File: src/rtl/nzaa_ctrl.sv
// nzaa_ctrl: tile sequencer for a row accumulator.
// Streams ROWS reads per tile, drains, captures and hands off each result.
module nzaa_ctrl #(
  parameter  int ROWS  = 4096,
  parameter  int TILES = 63,
  parameter  int DW    = 256,
  localparam int RW    = $clog2(ROWS),
  localparam int WAW   = $clog2(ROWS*TILES),
  localparam int TW    = (TILES > 1) ? $clog2(TILES) : 1
) (
  input  logic           clk_h,
  input  logic           rst,
  input  logic           start,
  input  logic           abort,
  input  logic [4:0]     th_cfg,
  output logic           busy,
  output logic           done,
  output logic           mem_rd,
  output logic [RW-1:0]  data_addr,
  output logic [WAW-1:0] weight_addr,
  output logic [4:0]     acc_th,
  output logic           acc_clear,
  output logic           acc_last_line,
  output logic           acc_wr,
  input  logic [DW-1:0]  acc_data_out,
  output logic           res_valid,
  input  logic           res_ready,
  output logic [DW-1:0]  res_data,
  output logic [TW-1:0]  res_tile
);

  typedef enum logic [3:0] {
    S_IDLE, S_CLEAR, S_STREAM, S_LAST, S_DRAIN1,
    S_DRAIN2, S_WRITE, S_CAPTURE, S_OUT, S_DONE
  } state_t;

  state_t         r_state;
  state_t         w_nxt;
  logic [RW-1:0]  r_row;
  logic [WAW-1:0] r_waddr;
  logic [TW-1:0]  r_tile;
  logic [TW-1:0]  r_res_tile;
  logic [4:0]     r_th;
  logic [DW-1:0]  r_res_data;
  logic           w_kill;
  logic           w_accept;
  logic           w_row_end;
  logic           w_tile_end;
  logic           w_xfer;

  assign w_kill     = abort && (r_state != S_IDLE);
  assign w_accept   = (r_state == S_IDLE) && start && !abort;
  assign w_row_end  = (r_row == RW'(ROWS-1));
  assign w_tile_end = (r_tile == TW'(TILES-1));
  assign w_xfer     = (r_state == S_OUT) && res_ready;

  always_ff @(posedge clk_h) begin
    if (rst) r_state <= S_IDLE;
    else     r_state <= w_nxt;
  end

  always_comb begin
    w_nxt = r_state;
    if (w_kill) begin
      w_nxt = S_IDLE;
    end else begin
      unique case (r_state)
        S_IDLE:    if (w_accept) w_nxt = S_CLEAR;
        S_CLEAR:   w_nxt = S_STREAM;
        S_STREAM:  if (w_row_end) w_nxt = S_LAST;
        S_LAST:    w_nxt = S_DRAIN1;
        S_DRAIN1:  w_nxt = S_DRAIN2;
        S_DRAIN2:  w_nxt = S_WRITE;
        S_WRITE:   w_nxt = S_CAPTURE;
        S_CAPTURE: w_nxt = S_OUT;
        S_OUT:
          if (res_ready) w_nxt = w_tile_end ? S_DONE : S_CLEAR;
        S_DONE:    w_nxt = S_IDLE;
        default:   w_nxt = S_IDLE;
      endcase
    end
  end

  always_comb begin
    busy          = (r_state != S_IDLE);
    done          = (r_state == S_DONE);
    acc_clear     = (r_state == S_CLEAR);
    mem_rd        = (r_state == S_CLEAR) || (r_state == S_STREAM);
    acc_last_line = (r_state == S_LAST);
    acc_wr        = (r_state == S_WRITE);
    res_valid     = (r_state == S_OUT);
    data_addr     = r_row;
    weight_addr   = r_waddr;
    acc_th        = r_th;
    res_data      = r_res_data;
    res_tile      = r_res_tile;
  end

  // Address counters hold the last issued read until the next tile starts.
  always_ff @(posedge clk_h) begin
    if (rst || w_kill) begin
      r_row      <= '0;
      r_waddr    <= '0;
      r_tile     <= '0;
      r_th       <= '0;
      r_res_data <= '0;
      r_res_tile <= '0;
    end else begin
      if (w_accept) begin
        r_th    <= th_cfg;
        r_tile  <= '0;
        r_row   <= '0;
        r_waddr <= '0;
      end
      if ((r_state == S_CLEAR) ||
          ((r_state == S_STREAM) && !w_row_end)) begin
        r_row   <= r_row + RW'(1);
        r_waddr <= r_waddr + WAW'(1);
      end
      if (r_state == S_CAPTURE) begin
        r_res_data <= acc_data_out;
        r_res_tile <= r_tile;
      end
      if (w_xfer && !w_tile_end) begin
        r_tile  <= r_tile + TW'(1);
        r_row   <= '0;
        r_waddr <= r_waddr + WAW'(1);
      end
    end
  end

endmodule

File: config.mk
export PLATFORM = sky130hd
export DESIGN_NAME = nzaa_ctrl
export DESIGN_NICKNAME = d
export VERILOG_FILES = /design/src/rtl/nzaa_ctrl.sv
export SDC_FILE = /design/constraint.sdc
export NUM_CORES = 1
export LEC_CHECK = 0
export CORE_AREA = 2 2 222 224
export DETAILED_ROUTE_END_ITERATION = 6
export DIE_AREA = 0 0 224 226
export GPL_ROUTABILITY_DRIVEN = 0
export PLACE_DENSITY = 0.55
export SYNTH_ARGS = -nofsm -noshare
export SYNTH_HDL_FRONTEND = slang
export SYNTH_SLANG_ARGS = --single-unit
File: constraint.sdc
create_clock -name clk_h -period 2.3 [get_ports clk_h]
set_input_delay 0.46 -clock clk_h [delete_from_list [all_inputs] [get_ports clk_h]]
set_output_delay 0.46 -clock clk_h [all_outputs]
set_load 0.05 [all_outputs]
==> results.md <==
- Clk buf depth: 3
- Worst hold start: res_data[103]
- Reg2Reg Depth: 5
- CTS tree: done
- CP Buf/Inv Count: 1
- Crit start category: flop
- Commonest cells after routing, fill and taps aside: nand2_1, clkdlybuf4s50_1, dfxtp_1, a21oi_1
- Post-CTS sizing: 22
- Height of the die: 226 µm
- Layout Nets: 2258
- FP Rows: 81
- Hold Crit Class: reg -> reg
- Total gr overflow: 0
- Gr usage total: 16.2%
- Fmax: 444 MHz
- Area of the mapped netlist: 11300 µm²
- Clk Latency, worst-skew pair: 0.54 ns
- Placement Cell Area: 18000 µm²
- Critical Path AT: 1.79 ns
- Total Wirelength: 43100 µm
- Critical path depth: 1
- Remaining antenna violation count: 0
- Post-Syn Nets: 1708
- RR Startpoint: r_state[1]
- Max cap viols: 0
- CP max FO: 5
- Met2 GRT Util: 28.0%
- Worst endpoint required time: 1.84 ns
- Syn Inst Count: 1438
- Slew of the pin with the lowest slew margin: 0.609 ns
- Vias post-DR: 11772
- Run status: finished clean
- Vias per inst: 4.46
- DR WL/cell: 16.3 µm
- First-pass DRT Iterations: 5
- Mean Syn Cell Area: 7.88 µm²
- Max stage delay on crit path: 0.84 ns
- Port buffer count: 569
- Final Skew: 0.0164 ns
- Max VDD drop: 0.000395 V
- First DRT Iteration DRCs: 513
- Busiest layer in global routing: met2
- # clock sinks: 307
- DRC: 0
- Sequential area share after synthesis: 54.2%
- Share of cells above drive strength 1: 6.89%
- Worst flop-to-flop path endpoint: data_addr[5]
- Cell-by-cell trace of the critical path: clkdlybuf4s50_1
- Initial antenna violation count: 1
- Die W: 224 µm
- Hold Path Sink: res_data[103]
- Crit path max-delay family: buffers and inverters
- Area of the multi-input gates: 4790 µm²
- Area growth syn-to-layout: 69.4%
- DP HPWL: 31600 µm
- CTS Buf Count: 37
- Met1 Usage GRT: 18.2%
- Ys async rst share: 0%
- Worst-path clk slew: 0.06 ns
- Setup Buffers After CTS: 0
- Final Hold Vio Count: 0
- Final Cell Area: 19200 µm²
- Min Tclk post-route: 2.25 ns
- Final critical-path share of the clock period: 98.0%
- Post-synth EDFFs: 0
- Synth cell types: 50
- R2R setup slack: 0.18 ns
- Core area: 48300 µm²
- Sequential Area: 6150 µm²
- RSZ-0062 raised after global routing: yes
- Clk root buf: clkbuf_16
- Relative slew margins: 59.3%
- Final setup viols: 0
- Initial Util: 23.4%
- Commonest non-fill, non-tap cell in the layout: nand2_1
- ANT cells: 0
- Final core occ: 39.7%
- First-pass GRT wire length: 64700 µm
- LEAKAGE: 6.56 nW
- Ports: 570
- YS warnings: 0
- Vias in the first global route: 11583
- Grt met3 use: 5.83%
- CTS H-tree depth: 2
- Fill count: 4952
- Yosys reg bits: 307
- CP endpoint kind: output pin
- Final max-slew violation count: 0
- Hold depth: 2
- Predominant post-synthesis flop cell: dfxtp_1
- WS Path Type: reg -> out
- Largest net degree at the start of global routing: 94
- Area of the die: 50600 µm²
- CTS Hold Bufs: 0
- Pwr/cell area: 612 nW/µm²
- Critical Path Slowest Stage Cell: clkdlybuf4s50_1
[layout make-up]
class / count / area share (%)
timing repair buffer: 617 / 32.8
sequential: 307 / 32.0
multi-input combinational: 1019 / 24.9
clock buffer: 58 / 5.82
tap: 622 / 4.05
clock inverter: 9 / 0.267
inverter: 6 / 0.117
[synth_stat cells, types with 2 or more instances]
master / number / share of area [%]
a2111oi_0: 3 / 0.23
a211o_1: 2 / 0.15
a211oi_1: 6 / 0.40
a21o_1: 9 / 0.60
a21oi_1: 284 / 13
a221o_1: 5 / 0.44
a221oi_1: 7 / 0.54
a22o_1: 2 / 0.15
a311oi_1: 2 / 0.15
a31oi_1: 2 / 0.11
and2_1: 4 / 0.22
and3_1: 6 / 0.33
and4_1: 5 / 0.39
buf_2: 3 / 0.13
buf_6: 4 / 0.40
clkbuf_1: 99 / 3.3
dfxtp_1: 307 / 54
ha_1: 4 / 0.44
inv_1: 6 / 0.20
nand2_1: 559 / 19
nand2b_1: 4 / 0.22
nand3_1: 20 / 0.88
nand4_1: 12 / 0.66
nor2_1: 19 / 0.63
nor3_1: 9 / 0.40
nor4_1: 3 / 0.17
o211ai_1: 2 / 0.13
o21ai_0: 14 / 0.62
or2_2: 2 / 0.11
or3_1: 6 / 0.33
xnor2_1: 7 / 0.54
xor2_1: 3 / 0.23
[per-stage QoR]
step           instances  worst slack [ns]  power [W]  hold slack, ns   TNS, ns
3_3_place_gp        2571             0.133    0.00624           0.441         0
5_1_grt             2638          -0.00271     0.0122           0.449  -0.00271
6_report            2638            0.0460     0.0117           0.451         0
4_1_cts             2638           0.00521     0.0120           0.418         0
2_1_floorplan       1438           -0.0139    0.00566           0.444   -0.0139
3_5_place_dp        2571             0.108    0.00624           0.446         0
[kinds of logic (layout without fill, tap and decap cells)]
kind of cell | count (synthesis) | count (layout) | share of synthesized area (%)
and+or+nand+nor | 657 | 657 | 23.6
AOI/OAI and AO/OA | 347 | 347 | 16.8
DFF | 307 | 307 | 54.2
buffers and inverters | 112 | 690 | 4.01
xor gates and xnor gates | 10 | 10 | 0.773
adders and majority gates | 4 | 4 | 0.442
muxes | 1 | 1 | 0.0884
[report_power, final]
group,internal (W),switching (W)
registers,0.00533,0.00000794
logic,0.000489,0.000301
clock network,0.00334,0.00229
total,0.00915,0.00260
[layer usage]
layer | part of all wire [%] | vias up
met3 | 8.8 | 77
met1 | 40 | 5394
met2 | 49 | 420
met4 | 2.9 | 2
li1 | - | 5879
met5 | 0.030 | -
[worst max-delay path by stage]
stage	from	to	slack, ns
global placement	abort	data_addr[5]	0.13
detailed placement	abort	data_addr[5]	0.11
global route	r_state[1]	acc_wr	-0.003
CTS	data_addr[5]	data_addr[5]	0.005
floorplan	r_state[1]	weight_addr[10]	-0.01
finish	data_addr[4]	data_addr[4]	0.05
[sequential cells by signal, summed over array words and instances, names as in the netlist]
signal and count:
data_addr 12, acc_th 5, weight_addr 18, res_tile 6
r_tile 6, r_state 4, res_data 256
[worst min-delay path: cells and delay by family (launching register included)]
family           cells  cell delay (ns)
AND/OR/NAND/NOR      1             0.05
AO/OA/AOI/OAI        1             0.05
flip-flops           1             0.30
(Power assumes the default switching activity.)
